### src/rtl/enc_8x3_stream_if.sv
// enc_8x3_stream_if: request-in / index-out stream handshake bundle
interface enc_8x3_stream_if;
  logic       in_valid;
  logic       in_ready;
  logic [7:0] in_req;
  logic       out_valid;
  logic       out_ready;
  logic [2:0] out_idx;
  logic       out_last;
  logic       busy;
  modport master (
    output in_valid, in_req, out_ready,
    input  in_ready, out_valid, out_idx, out_last, busy
  );
  modport slave (
    input  in_valid, in_req, out_ready,
    output in_ready, out_valid, out_idx, out_last, busy
  );
endinterface

### src/rtl/enc_8x3_stream.sv
// enc_8x3_stream: streams the binary index of every set bit of an accepted 8-bit vector; ENC_ROUND_ROBIN_EN selects round-robin instead of fixed high-first priority
module enc_8x3_stream (
  input logic clk,
  input logic rst_n,
  enc_8x3_stream_if.slave bus
);
  typedef enum logic [1:0] {IDLE, ENC, OUT} state_t;
  state_t     state, state_nxt;
  logic [7:0] pending;
  logic [2:0] sel;
  logic       one;
  logic       in_hs, out_hs, load;
  assign in_hs  = bus.in_valid && bus.in_ready;
  assign out_hs = bus.out_valid && bus.out_ready;
  assign load   = (state == ENC && |pending) || (state == OUT && out_hs && !bus.out_last);
  assign one    = (pending & (pending - 8'd1)) == 8'd0;
`ifdef ENC_ROUND_ROBIN_EN
  logic [2:0] ptr, base, c;
  // search downward from the last emitted index (the beat leaving now, when in OUT), wrapping 0->7
  always_comb begin
    base = (state == OUT) ? bus.out_idx : ptr;
    sel  = '0;
    c    = '0;
    for (int k = 8; k >= 1; k--) begin
      c = base - 3'(k);
      if (pending[c]) sel = c;
    end
  end
  // pointer remembers the last emitted index across vectors
  always_ff @(posedge clk or negedge rst_n)
    if (!rst_n) ptr <= '0;
    else if (out_hs) ptr <= bus.out_idx;
`else
  // fixed priority: highest set index wins
  always_comb begin
    sel = '0;
    for (int i = 0; i < 8; i++) if (pending[i]) sel = 3'(i);
  end
`endif
  // state register
  always_ff @(posedge clk or negedge rst_n)
    if (!rst_n) state <= IDLE;
    else state <= state_nxt;
  // next-state logic
  always_comb begin
    state_nxt = state;
    case (state)
      IDLE:    state_nxt = in_hs ? ENC : IDLE;
      ENC:     state_nxt = |pending ? OUT : IDLE;
      OUT:     state_nxt = (out_hs && bus.out_last) ? IDLE : OUT;
      default: state_nxt = IDLE;
    endcase
  end
  // state-decoded handshake outputs
  always_comb begin
    bus.in_ready  = state == IDLE;
    bus.out_valid = state == OUT;
    bus.busy      = state != IDLE;
  end
  // capture vector, then peel off one index per beat
  always_ff @(posedge clk or negedge rst_n)
    if (!rst_n) begin
      pending      <= '0;
      bus.out_idx  <= '0;
      bus.out_last <= 1'b0;
    end else if (in_hs) begin
      pending <= bus.in_req;
    end else if (load) begin
      pending      <= pending & ~(8'd1 << sel);
      bus.out_idx  <= sel;
      bus.out_last <= one;
    end
endmodule
### src/flat_wrapper.sv
// flat-port wrapper written by rule: the top's interface ports become plain ports
module enc_8x3_stream_flat 
  (clk, rst_n, bus_in_valid, bus_in_req, bus_out_ready, bus_in_ready, bus_out_valid, bus_out_idx, bus_out_last, bus_busy);
  enc_8x3_stream_if bus_i ();
  input logic clk;
  input logic rst_n;
  input wire logic [$bits(bus_i.in_valid)-1:0] bus_in_valid;
  input wire logic [$bits(bus_i.in_req)-1:0] bus_in_req;
  input wire logic [$bits(bus_i.out_ready)-1:0] bus_out_ready;
  output wire logic [$bits(bus_i.in_ready)-1:0] bus_in_ready;
  output wire logic [$bits(bus_i.out_valid)-1:0] bus_out_valid;
  output wire logic [$bits(bus_i.out_idx)-1:0] bus_out_idx;
  output wire logic [$bits(bus_i.out_last)-1:0] bus_out_last;
  output wire logic [$bits(bus_i.busy)-1:0] bus_busy;
  assign bus_i.in_valid = bus_in_valid;
  assign bus_i.in_req = bus_in_req;
  assign bus_i.out_ready = bus_out_ready;
  assign bus_in_ready = bus_i.in_ready;
  assign bus_out_valid = bus_i.out_valid;
  assign bus_out_idx = bus_i.out_idx;
  assign bus_out_last = bus_i.out_last;
  assign bus_busy = bus_i.busy;
  enc_8x3_stream u_core (.clk(clk), .rst_n(rst_n), .bus(bus_i));
endmodule
### config.mk
export PLATFORM = sky130hd
export DESIGN_NAME = enc_8x3_stream_flat
export DESIGN_NICKNAME = d
export VERILOG_FILES = /design/src/rtl/enc_8x3_stream_if.sv /design/src/rtl/enc_8x3_stream.sv /design/src/flat_wrapper.sv
export SDC_FILE = /design/constraint.sdc
export NUM_CORES = 1
export LEC_CHECK = 0
export ABC_CLOCK_PERIOD_IN_PS = 4100
export CAP_MARGIN = 40
export CORE_MARGIN = 2
export CORE_UTILIZATION = 51
export DETAILED_ROUTE_END_ITERATION = 16
export GPL_TIMING_DRIVEN = 0
export MAX_ROUTING_LAYER = met4
export PLACE_DENSITY_LB_ADDON = 0.3
export SETUP_SLACK_MARGIN = 0.05
export SYNTH_ARGS = -nofsm -noshare
export SYNTH_HDL_FRONTEND = slang
export SYNTH_SLANG_ARGS = --single-unit
### constraint.sdc
create_clock -name clk -period 4.1 [get_ports clk]
set_clock_uncertainty 0.1 [all_clocks]
set_input_delay 0.41 -clock clk [delete_from_list [all_inputs] [get_ports clk]]
set_output_delay 0.41 -clock clk [all_outputs]
set_load 0.1 [all_outputs]
==> flow_metrics.py <==
metrics = {
    "synth": {
        "yosysSeqAreaShare_pct": 44.4,
        "syn_area_per_cell_um2": 9.73,
        "yosys_warnings": 0,
        "yosys.area_share.simple_pct": 23.8,
        "ys_ff_latch": 14,
        "synth_adder_area_share_pct": 1.27,
        "synth_xor_area_share_pct": 0,
        "synth_compound_area_share_pct": 21.9,
        "synth_top_family_by_area": "simple AND/OR/NAND/NOR gates",
        "synth_mux_area_share_pct": 4.13,
        "yosys-top-cells-area": "dfrtp_1, nand2_1, nor4_4",
        "synth_top_area_cell": "dfrtp_1",
        "yosysTopAreaCellShare_pct": 44.4,
        "synth_cells": 81,
        "synth_cell_types": 33,
        "syn-num-nets": 93,
        "synthesis.area_um2": 788,
    },
    "clock_network": {
        "htree_levels": 1,
        "cts_inserted_buffers": 3,
        "cts_hold_buf": 0,
        "clock-sinks": 14,
        "root_buffer": "clkbuf_4",
        "cts_tree": "yes",
        "clk_latency_ns": 0.29,
        "cts_max_path_buffers": 2,
        "clk_pin_slew_ns": 0.08,
        "postCtsResizedCells": 0,
        "cts_setup_buffers": 0,
    },
    "route": {
        "wl_per_cell_um": 13.6,
        "dr.pass1.iters": 4,
        "drc_errors": 0,
        "wl_um": 1710,
        "ant_nets": 0,
        "num_vias": 696,
        "viasPerCell": 5.52,
        "drt_iter0_drc": 31,
    },
    "timing": {
        "rsz0062_at_grt": "false",
        "fmax_mhz": 465,
        "setup_viol": 0,
        "hold_viol": 0,
        "period_minus_slack_ns": 2.15,
        "fin_crit_sh_pct": 52.4,
        "slew_viol_final": 0,
        "worstMarginPinSlew_ns": 0.666,
        "slew_headroom_pct": 55.5,
        "setup_tns_ns": 0,
    },
    "worst_setup_path": {
        "cp.required_ns": 3.59,
        "regToRegEndpoint": "u_core.bus.out_idx[0]",
        "critical_path_class": "reg -> out",
        "reg2reg_depth": 5,
        "r2r_setup_slack_ns": 2.27,
        "r2r-start": "u_core.pending[6]",
        "worstPathMaxFanout": 3,
        "cp-start-kind": "flip-flop",
        "endpoint_kind": "primary output",
        "worstPathArrival_ns": 1.64,
    },
    "die": {
        "dieArea_um2": 1880,
        "io-pin-count": 19,
        "die_w_um": 43.3,
        "start_util_pct": 53.6,
        "placementRows": 14,
        "core_area_um2": 1470,
        "die_y_um": 43.3,
    },
    "cells_and_area": {
        "mostFrequentLayoutCells": "clkdlybuf4s50_1, dfrtp_1, nand2_1, buf_8, nor2_1",
        "n_antenna_cell": 0,
        "area_growth_pct": 43.3,
        "finalNetCount": 123,
        "layout_commonest_cell": "clkdlybuf4s50_1",
        "n_fill_cell": 101,
        "layout-drive-gt1-share_pct": 20.9,
    },
    "worst_hold_path": {
        "hp-class": "in -> async",
    },
    "global_routing": {
        "grt.total_usage_pct": 22.1,
        "grt_antenna_before_repair": 0,
        "overflow": 0,
        "grt_pass1_vias": 698,
        "grt_pass1_wl_um": 3020,
        "grt_max_degree": 15,
    },
    "job": {
        "cap_violations": 0,
    },
    "run_status": {
        "status": "finished, final reports clean",
    },
    "place": {
        "dp_hpwl_um": 1290,
        "io_buffers": 18,
        "globalplace.congestion": 0.853,
    },
}
[metal layers]
metal	vias up	wire length, um	track usage [%]
met5	-	0	-
met1	317	720	28.3
met4	0	56	10.9
met2	23	848	34.0
li1	349	-	-
met3	7	86	2.98
[critical path, stage by stage (launching register included)]
cell	delay, ns
dfrtp_1	0.40
and2b_1	0.23
clkdlybuf4s50_1	0.52
buf_8	0.20
[metrics by stage]
step	util, %	instances	instance area [um^2]	hold slack [ns]	worst slack, ns
finish	76.8	126	1130	0.416	1.95
CTS	76.8	126	1130	0.423	1.94
floorplan	-	81	788	0.0144	0.957
global route	76.8	126	1130	0.449	1.88
detailed placement	74.3	122	1090	0.398	2.14
global placement	67.2	115	988	0.390	1.87
[synth_stat cells]
cell	count
nor2_1	6
o32ai_1	1
mux2_2	2
a2111oi_2	1
nor3_1	3
clkbuf_1	2
inv_1	3
a21o_1	1
nand2_1	13
nor4_4	2
a31oi_1	1
nor2b_1	1
o41ai_1	1
nand2b_1	4
mux2i_1	1
maj3_1	1
a21boi_0	1
and2b_1	1
clkbuf_2	1
o21ai_2	2
and3b_1	1
a21oi_1	1
o31a_1	2
o311ai_0	2
a211oi_1	1
o21ai_0	5
a21oi_2	1
buf_4	1
dfrtp_1	14
inv_2	1
o31ai_1	2
o21ai_1	1
nor2_4	1
[registers in the layout, indices dropped and copies added, names as in the netlist]
register and flops:
u_core.state 2, u_core.pending 8, u_core.bus.out_last 1, u_core.bus.out_idx 3
[kinds of logic after synthesis]
logic type      after synthesis
compound gates               23
fa+ha+maj                     1
buf+inv                       8
flops                        14
mux                           3
simple gates                 32
[final cells by class]
type | count | area, um^2 | area share (%)
Sequential cell | 14 | 350 | 31.0
Inverter | 4 | 15.0 | 1.33
Clock buffer | 4 | 36.3 | 3.21
Timing Repair Buffer | 25 | 285 | 25.2
Buffer | 4 | 20.0 | 1.77
Tap cell | 16 | 20.0 | 1.77
Multi-Input combinational cell | 59 | 403 | 35.7
[worst max-delay path by stage]
stage | from | cells after the start | slack [ns] | endpoint
CTS | u_core.state[0] | 3 | 1.94 | bus_in_ready
detailed placement | bus_out_ready | 5 | 2.14 | u_core.pending[3]
global route | u_core.state[0] | 3 | 1.88 | bus_in_ready
finish | u_core.state[0] | 3 | 1.95 | bus_out_valid
global placement | u_core.state[0] | 2 | 1.87 | bus_out_valid
floorplan | u_core.state[0] | 2 | 0.96 | bus_busy
Power is not shown: default switching activity piles up to over one toggle a cycle in this logic, so the estimate is an artifact.
